==> src/rtl/debug_pkg.sv <==
// Shared defaults and event-record layout helpers for the debug event scheduler.
// Record packing, LSB first: seq | data | ch | ts (ts only with DEBUG_EVENT_SCHEDULER_TIMESTAMP_EN).
package debug_pkg;
  localparam int NUM_CH_DEF     = 4;
  localparam int DATA_W_DEF     = 4;
  localparam int FIFO_DEPTH_DEF = 8;
  localparam int SEQ_W_DEF      = 8;
  localparam int DROP_W         = 8;
`ifdef DEBUG_EVENT_SCHEDULER_TIMESTAMP_EN
  localparam int TS_W_DEF       = 16;
`endif

  function automatic int ch_width(input int num_ch);
    return (num_ch < 2) ? 1 : $clog2(num_ch);
  endfunction

  function automatic int data_lsb(input int seq_w);
    return seq_w;
  endfunction

  function automatic int ch_lsb(input int seq_w, input int data_w);
    return seq_w + data_w;
  endfunction

  function automatic int ts_lsb(input int seq_w, input int data_w, input int ch_w);
    return seq_w + data_w + ch_w;
  endfunction
endpackage

==> src/rtl/debug_event_fifo.sv <==
// Single-clock event FIFO with count/full/empty; the head word reads as zero while empty.
module debug_event_fifo #(
  parameter int WIDTH = 8,
  parameter int DEPTH = 8,
  localparam int AW    = $clog2(DEPTH),
  localparam int CNT_W = AW + 1
) (
  input  logic             clk,
  input  logic             reset,
  input  logic             i_push,
  input  logic [WIDTH-1:0] i_wr_data,
  input  logic             i_pop,
  output logic [WIDTH-1:0] o_rd_data,
  output logic             o_full,
  output logic             o_empty,
  output logic [CNT_W-1:0] o_count
);
  logic [WIDTH-1:0] r_mem [DEPTH];
  logic [AW-1:0]    r_wr_ptr;
  logic [AW-1:0]    r_rd_ptr;
  logic [CNT_W-1:0] r_count;
  logic             w_do_push;
  logic             w_do_pop;

  assign o_full    = (r_count == CNT_W'(DEPTH));
  assign o_empty   = (r_count == '0);
  assign o_count   = r_count;
  assign w_do_push = i_push & ~o_full;
  assign w_do_pop  = i_pop & ~o_empty;
  assign o_rd_data = o_empty ? '0 : r_mem[r_rd_ptr];

  always_ff @(posedge clk) begin
    if (w_do_push) r_mem[r_wr_ptr] <= i_wr_data;
  end

  // DEPTH is a power of two, so the pointers wrap on their own.
  always_ff @(posedge clk or posedge reset) begin
    if (reset) begin
      r_wr_ptr <= '0;
      r_rd_ptr <= '0;
      r_count  <= '0;
    end else begin
      if (w_do_push) r_wr_ptr <= r_wr_ptr + 1'b1;
      if (w_do_pop)  r_rd_ptr <= r_rd_ptr + 1'b1;
      case ({w_do_push, w_do_pop})
        2'b10:   r_count <= r_count + 1'b1;
        2'b01:   r_count <= r_count - 1'b1;
        default: r_count <= r_count;
      endcase
    end
  end
endmodule

==> src/rtl/debug_event_scheduler.sv <==
// Collects per-channel debugger trigger events, grants them round-robin into a FIFO and streams them out.
// Optional per-event capture timestamp: define DEBUG_EVENT_SCHEDULER_TIMESTAMP_EN.
module debug_event_scheduler
  import debug_pkg::*;
#(
  parameter int NUM_CH     = NUM_CH_DEF,
  parameter int DATA_W     = DATA_W_DEF,
  parameter int FIFO_DEPTH = FIFO_DEPTH_DEF,
  parameter int SEQ_W      = SEQ_W_DEF,
`ifdef DEBUG_EVENT_SCHEDULER_TIMESTAMP_EN
  parameter int TS_W       = TS_W_DEF,
`endif
  localparam int CH_W      = ch_width(NUM_CH)
) (
  input  logic                     clk,
  input  logic                     reset,
  input  logic [NUM_CH-1:0]        trig,
  input  logic [NUM_CH*DATA_W-1:0] data,
  output logic                     ev_valid,
  input  logic                     ev_ready,
  output logic [CH_W-1:0]          ev_ch,
  output logic [DATA_W-1:0]        ev_data,
  output logic [SEQ_W-1:0]         ev_seq,
`ifdef DEBUG_EVENT_SCHEDULER_TIMESTAMP_EN
  output logic [TS_W-1:0]          ev_ts,
`endif
  output logic [DROP_W-1:0]        drop_cnt
);
  localparam int CNT_W    = $clog2(FIFO_DEPTH) + 1;
  localparam int DATA_LSB = data_lsb(SEQ_W);
  localparam int CH_LSB   = ch_lsb(SEQ_W, DATA_W);
`ifdef DEBUG_EVENT_SCHEDULER_TIMESTAMP_EN
  localparam int TS_LSB   = ts_lsb(SEQ_W, DATA_W, CH_W);
  localparam int EV_W     = TS_LSB + TS_W;
`else
  localparam int EV_W     = CH_LSB + CH_W;
`endif

  logic [NUM_CH-1:0] r_pend;
  logic [DATA_W-1:0] r_pend_data [NUM_CH];
  logic [CH_W-1:0]   r_ptr;
  logic [SEQ_W-1:0]  r_seq;
  logic [DROP_W-1:0] r_drop;

  logic              w_can_push;
  logic              w_gnt_vld;
  logic [CH_W-1:0]   w_gnt_ch;
  logic [CH_W-1:0]   w_idx;
  logic [NUM_CH-1:0] w_gnt_oh;
  logic [NUM_CH-1:0] w_drop_vec;
  logic [DROP_W:0]   w_drop_n;
  logic [DROP_W:0]   w_drop_sum;
  logic [DROP_W-1:0] w_drop_next;
  logic [CNT_W-1:0]  w_count;
  logic              w_full;
  logic              w_empty;
  logic [EV_W-1:0]   w_wr_data;
  logic [EV_W-1:0]   w_rd_data;

  assign w_can_push = (w_count < CNT_W'(FIFO_DEPTH));

  // Round-robin search starting one past the last granted channel.
  always_comb begin
    w_gnt_vld = 1'b0;
    w_gnt_ch  = '0;
    w_idx     = '0;
    for (int k = 1; k <= NUM_CH; k++) begin
      w_idx = CH_W'((int'(r_ptr) + k) % NUM_CH);
      if (!w_gnt_vld && w_can_push && r_pend[w_idx]) begin
        w_gnt_vld = 1'b1;
        w_gnt_ch  = w_idx;
      end
    end
  end

  assign w_gnt_oh   = w_gnt_vld ? (NUM_CH'(1) << w_gnt_ch) : '0;
  assign w_drop_vec = trig & r_pend & ~w_gnt_oh;

  always_comb begin
    w_drop_n = '0;
    for (int i = 0; i < NUM_CH; i++) begin
      w_drop_n = w_drop_n + (DROP_W+1)'(w_drop_vec[i]);
    end
  end

  assign w_drop_sum  = {1'b0, r_drop} + w_drop_n;
  assign w_drop_next = w_drop_sum[DROP_W] ? '1 : w_drop_sum[DROP_W-1:0];

  // A trigger always wins over the clear from its own grant: the granted entry takes the old data.
  always_ff @(posedge clk or posedge reset) begin
    if (reset) begin
      r_pend <= '0;
      for (int i = 0; i < NUM_CH; i++) r_pend_data[i] <= '0;
      r_ptr  <= CH_W'(NUM_CH - 1);
      r_seq  <= '0;
      r_drop <= '0;
    end else begin
      for (int i = 0; i < NUM_CH; i++) begin
        if (trig[i]) begin
          r_pend[i]      <= 1'b1;
          r_pend_data[i] <= data[i*DATA_W +: DATA_W];
        end else if (w_gnt_oh[i]) begin
          r_pend[i] <= 1'b0;
        end
      end
      if (w_gnt_vld) begin
        r_ptr <= w_gnt_ch;
        r_seq <= r_seq + 1'b1;
      end
      r_drop <= w_drop_next;
    end
  end

`ifdef DEBUG_EVENT_SCHEDULER_TIMESTAMP_EN
  logic [TS_W-1:0] r_ts_cnt;
  logic [TS_W-1:0] r_pend_ts [NUM_CH];

  always_ff @(posedge clk or posedge reset) begin
    if (reset) begin
      r_ts_cnt <= '0;
      for (int i = 0; i < NUM_CH; i++) r_pend_ts[i] <= '0;
    end else begin
      r_ts_cnt <= r_ts_cnt + 1'b1;
      for (int i = 0; i < NUM_CH; i++) begin
        if (trig[i]) r_pend_ts[i] <= r_ts_cnt;
      end
    end
  end

  assign w_wr_data = {r_pend_ts[w_gnt_ch], w_gnt_ch, r_pend_data[w_gnt_ch], r_seq};
  assign ev_ts     = w_rd_data[TS_LSB +: TS_W];
`else
  assign w_wr_data = {w_gnt_ch, r_pend_data[w_gnt_ch], r_seq};
`endif

  debug_event_fifo #(
    .WIDTH (EV_W),
    .DEPTH (FIFO_DEPTH)
  ) u_fifo (
    .clk       (clk),
    .reset     (reset),
    .i_push    (w_gnt_vld),
    .i_wr_data (w_wr_data),
    .i_pop     (ev_ready),
    .o_rd_data (w_rd_data),
    .o_full    (w_full),
    .o_empty   (w_empty),
    .o_count   (w_count)
  );

  always_ff @(posedge clk) begin
    if (!reset) assert (w_full == (w_count == CNT_W'(FIFO_DEPTH)));
  end

  assign ev_valid = ~w_empty;
  assign ev_seq   = w_rd_data[SEQ_W-1:0];
  assign ev_data  = w_rd_data[DATA_LSB +: DATA_W];
  assign ev_ch    = w_rd_data[CH_LSB +: CH_W];
  assign drop_cnt = r_drop;
endmodule

==> config.mk <==
export PLATFORM = sky130hd
export DESIGN_NAME = debug_event_scheduler
export DESIGN_NICKNAME = d
export VERILOG_FILES = /design/src/rtl/debug_pkg.sv /design/src/rtl/debug_event_fifo.sv /design/src/rtl/debug_event_scheduler.sv
export SDC_FILE = /design/constraint.sdc
export NUM_CORES = 1
export LEC_CHECK = 0
export BUFFER_PORTS_ARGS = -buffer_cell sky130_fd_sc_hd__buf_2
export CAP_MARGIN = 20
export CELL_PAD_IN_SITES_DETAIL_PLACEMENT = 0
export CELL_PAD_IN_SITES_GLOBAL_PLACEMENT = 1
export CORE_MARGIN = 2
export CORE_UTILIZATION = 35
export CTS_CLUSTER_SIZE = 20
export DETAILED_ROUTE_END_ITERATION = 6
export GPL_TIMING_DRIVEN = 1
export PLACE_DENSITY = 0.64
export SYNTH_ARGS = -nofsm -noshare
export SYNTH_HDL_FRONTEND = slang
export SYNTH_SLANG_ARGS = --single-unit
export TNS_END_PERCENT = 10
==> constraint.sdc <==
create_clock -name clk -period 9.1 [get_ports clk]
set_input_delay 0.455 -clock clk [delete_from_list [all_inputs] [get_ports clk]]
set_output_delay 0.455 -clock clk [all_outputs]
set_load 0.1 [all_outputs]
==> impl_metrics.json, run 1 <==
{
  "vias_per_cell": 4.89,
  "ant_nets": 0,
  "arrival_ps": 4490,
  "finalSetupViolations": 0,
  "crit_type": "flop to flop",
  "worst_pin_slew_ps": 999,
  "drtIter0Drc": 205,
  "cpMostUsedCell": "fa_1",
  "place_congestion": 0.733,
  "wl_per_cell_um": 17.5,
  "fmax_mhz": 242,
  "drc": 0,
  "die-width_um": 143,
  "die_h_um": 143,
  "nets": 484,
  "final.setup.tns_ps": 0,
  "clkSlewWorstSetupHoldPaths_ps": 60,
  "clk_latency_ps": 420,
  "vias": 3527,
  "worstPathRequired_ps": 9460,
  "grt_pass1_vias": 3679,
  "ys_warn_count": 0,
  "cts_tree": "built",
  "cp-end-kind": "flop",
  "dp_hpwl_um": 7740,
  "area_growth_pct": 16.9,
  "async_flop_share_pct": 30.0,
  "numPortBuffers": 45,
  "slew_headroom_pct": 33.4,
  "gr-usage-all-layers_pct": 13.6,
  "wl_um": 12600,
  "hold_viol_final": 0,
  "status": "finished, final reports clean",
  "dieArea_um2": 20400,
  "grt_pass1_wl_um": 20300,
  "cts_root_buffer": "clkbuf_16",
  "cts.sinks": 160,
  "start_util_pct": 35.9,
  "hold_path_class": "primary input to flop",
  "core_um2": 18800,
  "cts_resized": 0,
  "synth_cells": 398,
  "antenna_found_initial": 0,
  "crit_chain": "or3b_1 -> a2111o_1 -> a21oi_4 -> or3_1 -> nand3_1 -> fa_1 -> fa_1 -> inv_1 -> fa_1 -> nand2_1 -> nor2_1 -> nand3_1 -> nand2_1",
  "insertedDiodeCount": 0,
  "cp_slowest_stage_delay_ps": 550,
  "io-pin-count": 46,
  "grt_max_degree": 49,
  "numCtsBuffers": 17,
  "synth-seq-cells": 160,
  "finalCritPeriodShare_pct": 45.4,
  "ys.flop_type": "edfxtp_1",
  "grt-ovfl-total": 0,
  "ctsHtreeMaxLevel": 4,
  "min_period_ps": 4130,
  "synthesis.nets": 432,
  "maxCapViolCount": 0,
  "cp_max_fo": 21,
  "drv_slew": 0,
  "syn_avg_cell_area_um2": 17.0,
  "drtPass1Iterations": 4,
  "synth_edf_count": 112,
  "rsz0062_at_grt": "no",
  "ctsLongestPathBuffers": 2,
  "worst_setup_path_start_kind": "flop",
  "slowest_stage": "dfrtp_1",
  "synth.distinct_cells": 50,
  "drive_above_1_share_pct": 31.5,
  "synth_area_um2": 6760,
  "yosysSeqAreaShare_pct": 67.6,
  "num_rows": 50,
  "fin_worst_skew_ps": 8.64
}
## cell usage after synthesis (2+ instances only)
master / n / area share, %
a21o_1: 5 / 0.56
a21oi_1: 8 / 0.59
a22oi_2: 4 / 0.74
buf_1: 2 / 0.11
buf_2: 5 / 0.37
buf_6: 3 / 0.50
clkbuf_1: 7 / 0.39
dfrtp_1: 46 / 17
dfstp_2: 2 / 0.78
edfxtp_1: 112 / 50
fa_1: 4 / 1.2
ha_1: 7 / 1.3
inv_1: 11 / 0.61
mux2_2: 19 / 3.2
mux2i_1: 20 / 3.0
mux4_2: 28 / 9.3
nand2_1: 20 / 1.1
nand2b_1: 3 / 0.28
nand3_1: 9 / 0.67
nand3b_1: 2 / 0.22
nand4_1: 2 / 0.19
nor2_1: 24 / 1.3
nor3_1: 3 / 0.22
nor3b_1: 6 / 0.67
o21ai_0: 4 / 0.30
or3_1: 2 / 0.19
xnor2_1: 9 / 1.2
xor2_1: 9 / 1.2
## cell families after synthesis
logic type      count (synthesis)  synth area share, %
xor+xnor                       18                 2.33
compound gates                 28                 3.32
flops                         160                 67.6
mux                            68                 15.6
simple gates                   83                 6.48
fa+ha+maj                      11                 2.48
buf+inv                        30                 2.15
## worst max-delay path: cells and delay by family, from the launching register on
| family | cells | cell delay (ps) |
|---|---|---|
| compound gates | 2 | 890 |
| fa+ha+maj | 3 | 1180 |
| flops | 1 | 550 |
| simple gates | 7 | 1360 |
| buf+inv | 1 | 80 |
## metal layers
layer	global-route usage [%]	vias to the layer above	part of all wire, %
met5	0	-	0
met4	4.06	0	1.1
met3	3.92	15	3.5
met2	22.9	67	50
met1	17.0	1826	46
li1	-	1619	-
## per-stage QoR
stage	hold slack, ps	area [µm²]	utilization, %	setup slack, ps	instances
CTS	242	7850	41.7	4940	718
global route	248	7900	41.9	4670	721
floorplan	480	6760	-	5410	398
detailed placement	496	7310	38.8	4960	688
finish	262	7900	41.9	4970	721
global placement	494	7310	38.8	5150	688
## registers in the layout (all words and copies together) (netlist names)
| name | count |
|---|---|
| drop_cnt | 8 |
| r_ptr | 2 |
| u_fifo.r_wr_ptr | 3 |
| u_fifo.r_rd_ptr | 3 |
| r_pend | 4 |
| r_pend_data | 16 |
| r_seq | 8 |
| u_fifo.r_mem | 112 |
| u_fifo.o_count | 4 |
## layout make-up
cell class              count  area, µm²
well taps                 260        325
clock buffers              22        454
multi-input cells         208       2120
inverters                  12       45.0
fillers                  1726      10900
clock inverters             8       81.3
flip-flops and latches    160       4570
repair buffers             51        298
## placed cells by master, fill, tap and decap left out, types with 2 or more instances in the layout
master,synthesis,routed
nand2b_1,3,3
nor3_4,1,3
buf_4,1,3
ha_1,7,7
nor2_1,24,22
nand2_1,20,20
a21o_1,5,5
xnor2_1,9,9
or3_1,2,2
nor3b_1,6,2
fa_1,4,4
edfxtp_1,112,112
inv_1,11,10
nand3b_1,2,2
nor3b_4,0,4
mux2i_1,20,20
nand4_1,2,2
inv_2,1,2
clkbuf_16,0,17
inv_6,0,4
nor2_2,0,2
mux2_2,19,19
o21ai_0,4,4
nand3_1,9,9
a21oi_1,8,8
buf_12,0,2
mux4_2,28,28
a22oi_2,4,4
dfrtp_1,46,45
xor2_1,9,9
clkbuf_1,7,4
buf_2,5,45
dfstp_2,2,2
## timing repair
| item | in CTS | in global routing |
|---|---|---|
| hold buffers | 0 | 1 |
| endpoints found under the setup margin | 0 | 0 |
| buffers inserted | 0 | 0 |
| hold endpoints to repair | 0 | 7 |
## path summary, 6_finish.rpt
| path | from | to | slack (ps) | cells after the start |
|---|---|---|---|---|
| max reg2reg | r_pend[1] | drop_cnt[0] | 4970 | 13 |
| min reg2reg | r_pend_data[10] | r_pend_data[10] | 510 | 1 |
| min in group asynchronous | reset | drop_cnt[7] | 480 | 3 |
| min | data[5] | r_pend_data[9] | 260 | 2 |
| max | r_pend[1] | drop_cnt[0] | 4970 | 13 |
| max in group asynchronous | reset | r_ptr[0] | 8090 | 4 |
Power of run 1 is not shown: default switching activity piles up to over one toggle a cycle in this logic, so the estimate is an artifact.
==> run 2, diff against run 1 <==
Clock period 9.1 ns to 4 ns, I/O delays scaled along.
==> impl_metrics.json, run 2 (synthesis results as in run 1) <==
{
  "arrival_ps": 4080,
  "numPortBuffers": 45,
  "finalCritPeriodShare_pct": 92.9,
  "slowest_stage": "dfstp_2",
  "n_fill_cell": 1650,
  "reg_top3": "u_fifo.r_mem x112, r_pend_data x16",
  "multi_input_area_um2": 2090,
  "maxCapViolCount": 0,
  "grt-ovfl-total": 0,
  "grt_max_degree": 49,
  "worstSetupStartpoint": "r_ptr[1]",
  "insertedDiodeCount": 0,
  "ant_nets": 0,
  "die-width_um": 143,
  "vias": 3610,
  "cpMostUsedCell": "fa_1",
  "worst_setup_path_start_kind": "flop",
  "nets": 506,
  "num_rows": 50,
  "largest-register": "u_fifo.r_mem",
  "gr-usage-all-layers_pct": 13.5,
  "drtIter0Drc": 258,
  "wl_per_cell_um": 17.3,
  "cp_slowest_stage_delay_ps": 600,
  "start_util_pct": 35.9,
  "fin_worst_skew_ps": 7.04,
  "slew_headroom_pct": 29.9,
  "wl_um": 12900,
  "vias_per_cell": 4.85,
  "drv_slew": 0,
  "antenna_found_initial": 0,
  "hp-start": "data[11]",
  "cp_max_fo": 8,
  "fin_hold_ws_ps": 19.4,
  "finalSetupViolations": 0,
  "rsz0062_at_grt": "no",
  "cts.sinks": 160,
  "regArea_um2": 4570,
  "crit_type": "flop to flop",
  "drtPass1Iterations": 4,
  "clkSlewWorstSetupHoldPaths_ps": 60,
  "r2r_slack_ps": 280,
  "ctsLongestPathBuffers": 2,
  "clk_latency_ps": 430,
  "crit_chain": "mux2_1 -> a211oi_2 -> a21oi_4 -> or3_1 -> nand3_1 -> fa_1 -> fa_1 -> inv_1 -> fa_1 -> nand2_1 -> nor2_1 -> nand3_2 -> nand2b_1",
  "hold_viol_final": 0,
  "dieArea_um2": 20400,
  "largest_reg_flops": 112,
  "worst_pin_slew_ps": 1050,
  "worstPathRequired_ps": 4360,
  "drc": 0,
  "core_um2": 18800,
  "cts_root_buffer": "clkbuf_16",
  "place_congestion": 0.755,
  "numCtsBuffers": 17,
  "drive_above_1_share_pct": 33.4,
  "r2r-start": "r_ptr[1]",
  "min_period_ps": 3720,
  "dp_hpwl_um": 8230,
  "hold_path_class": "primary input to flop",
  "cp-end-kind": "flop",
  "area_growth_pct": 19.9,
  "final.setup.tns_ps": 0,
  "final_cell_mix": "edfxtp_1 (112), buf_2 (45), dfrtp_1 (44)",
  "io-pin-count": 46,
  "grt_pass1_wl_um": 20300,
  "die_h_um": 143,
  "fmax_mhz": 269,
  "cts_tree": "built",
  "status": "finished, final reports clean",
  "final_common_cell": "edfxtp_1",
  "ctsHtreeMaxLevel": 4,
  "grt_pass1_vias": 3732
}
## run 2: per-layer routing
layer	track usage [%]	part of all wire (%)	vias up
li1	-	-	1674
met1	17.1	44	1848
met2	22.4	51	74
met3	3.32	3.6	14
met4	5.47	1.6	0
met5	0	0	-
## run 2: path summary, 6_finish.rpt
check / to / cells past startpoint
setup / recovery: drop_cnt[1] / 13
setup reg to reg: drop_cnt[1] / 13
hold / removal: r_pend_data[7] / 2
max in group asynchronous: r_ptr[1] / 4
min in group asynchronous: drop_cnt[7] / 3
hold reg to reg: r_pend_data[0] / 1
## run 2: layout make-up
type / count / area share (%)
Clock buffer: 20 / 5.64
Tap cell: 260 / 4.02
Timing Repair Buffer: 73 / 5.87
Sequential cell: 160 / 56.4
Clock inverter: 12 / 1.62
Multi-Input combinational cell: 208 / 25.9
Inverter: 12 / 0.556
## run 2: what timing repair did
| item | in CTS | in global routing |
|---|---|---|
| endpoints found under the setup margin | 0 | 6 |
| buffers inserted | 0 | 1 |
| hold buffers | 10 | 1 |
| resized for setup | 0 | 2 |
| endpoints found under the hold margin | 10 | 44 |
## run 2: metrics by stage
stage          worst slack [ps]  instance area (µm²)  util (%)  cells
4_1_cts                     130                 8050      42.8    742
5_1_grt                    27.1                 8100      43.0    745
3_3_place_gp                249                 7360      39.1    700
6_report                    284                 8100      43.0    745
2_1_floorplan               310                 6760         -    398
3_5_place_dp                128                 7360      39.1    700
## run 2: worst max-delay path, delay by kind of cell, from the launching register on
kind | cells | cell delay, ps
fa+ha+maj | 3 | 1130
simple gates | 6 | 1080
flops | 1 | 600
compound gates | 2 | 400
mux | 1 | 340
buf+inv | 1 | 90
Power of run 2 is left out for the same reason.
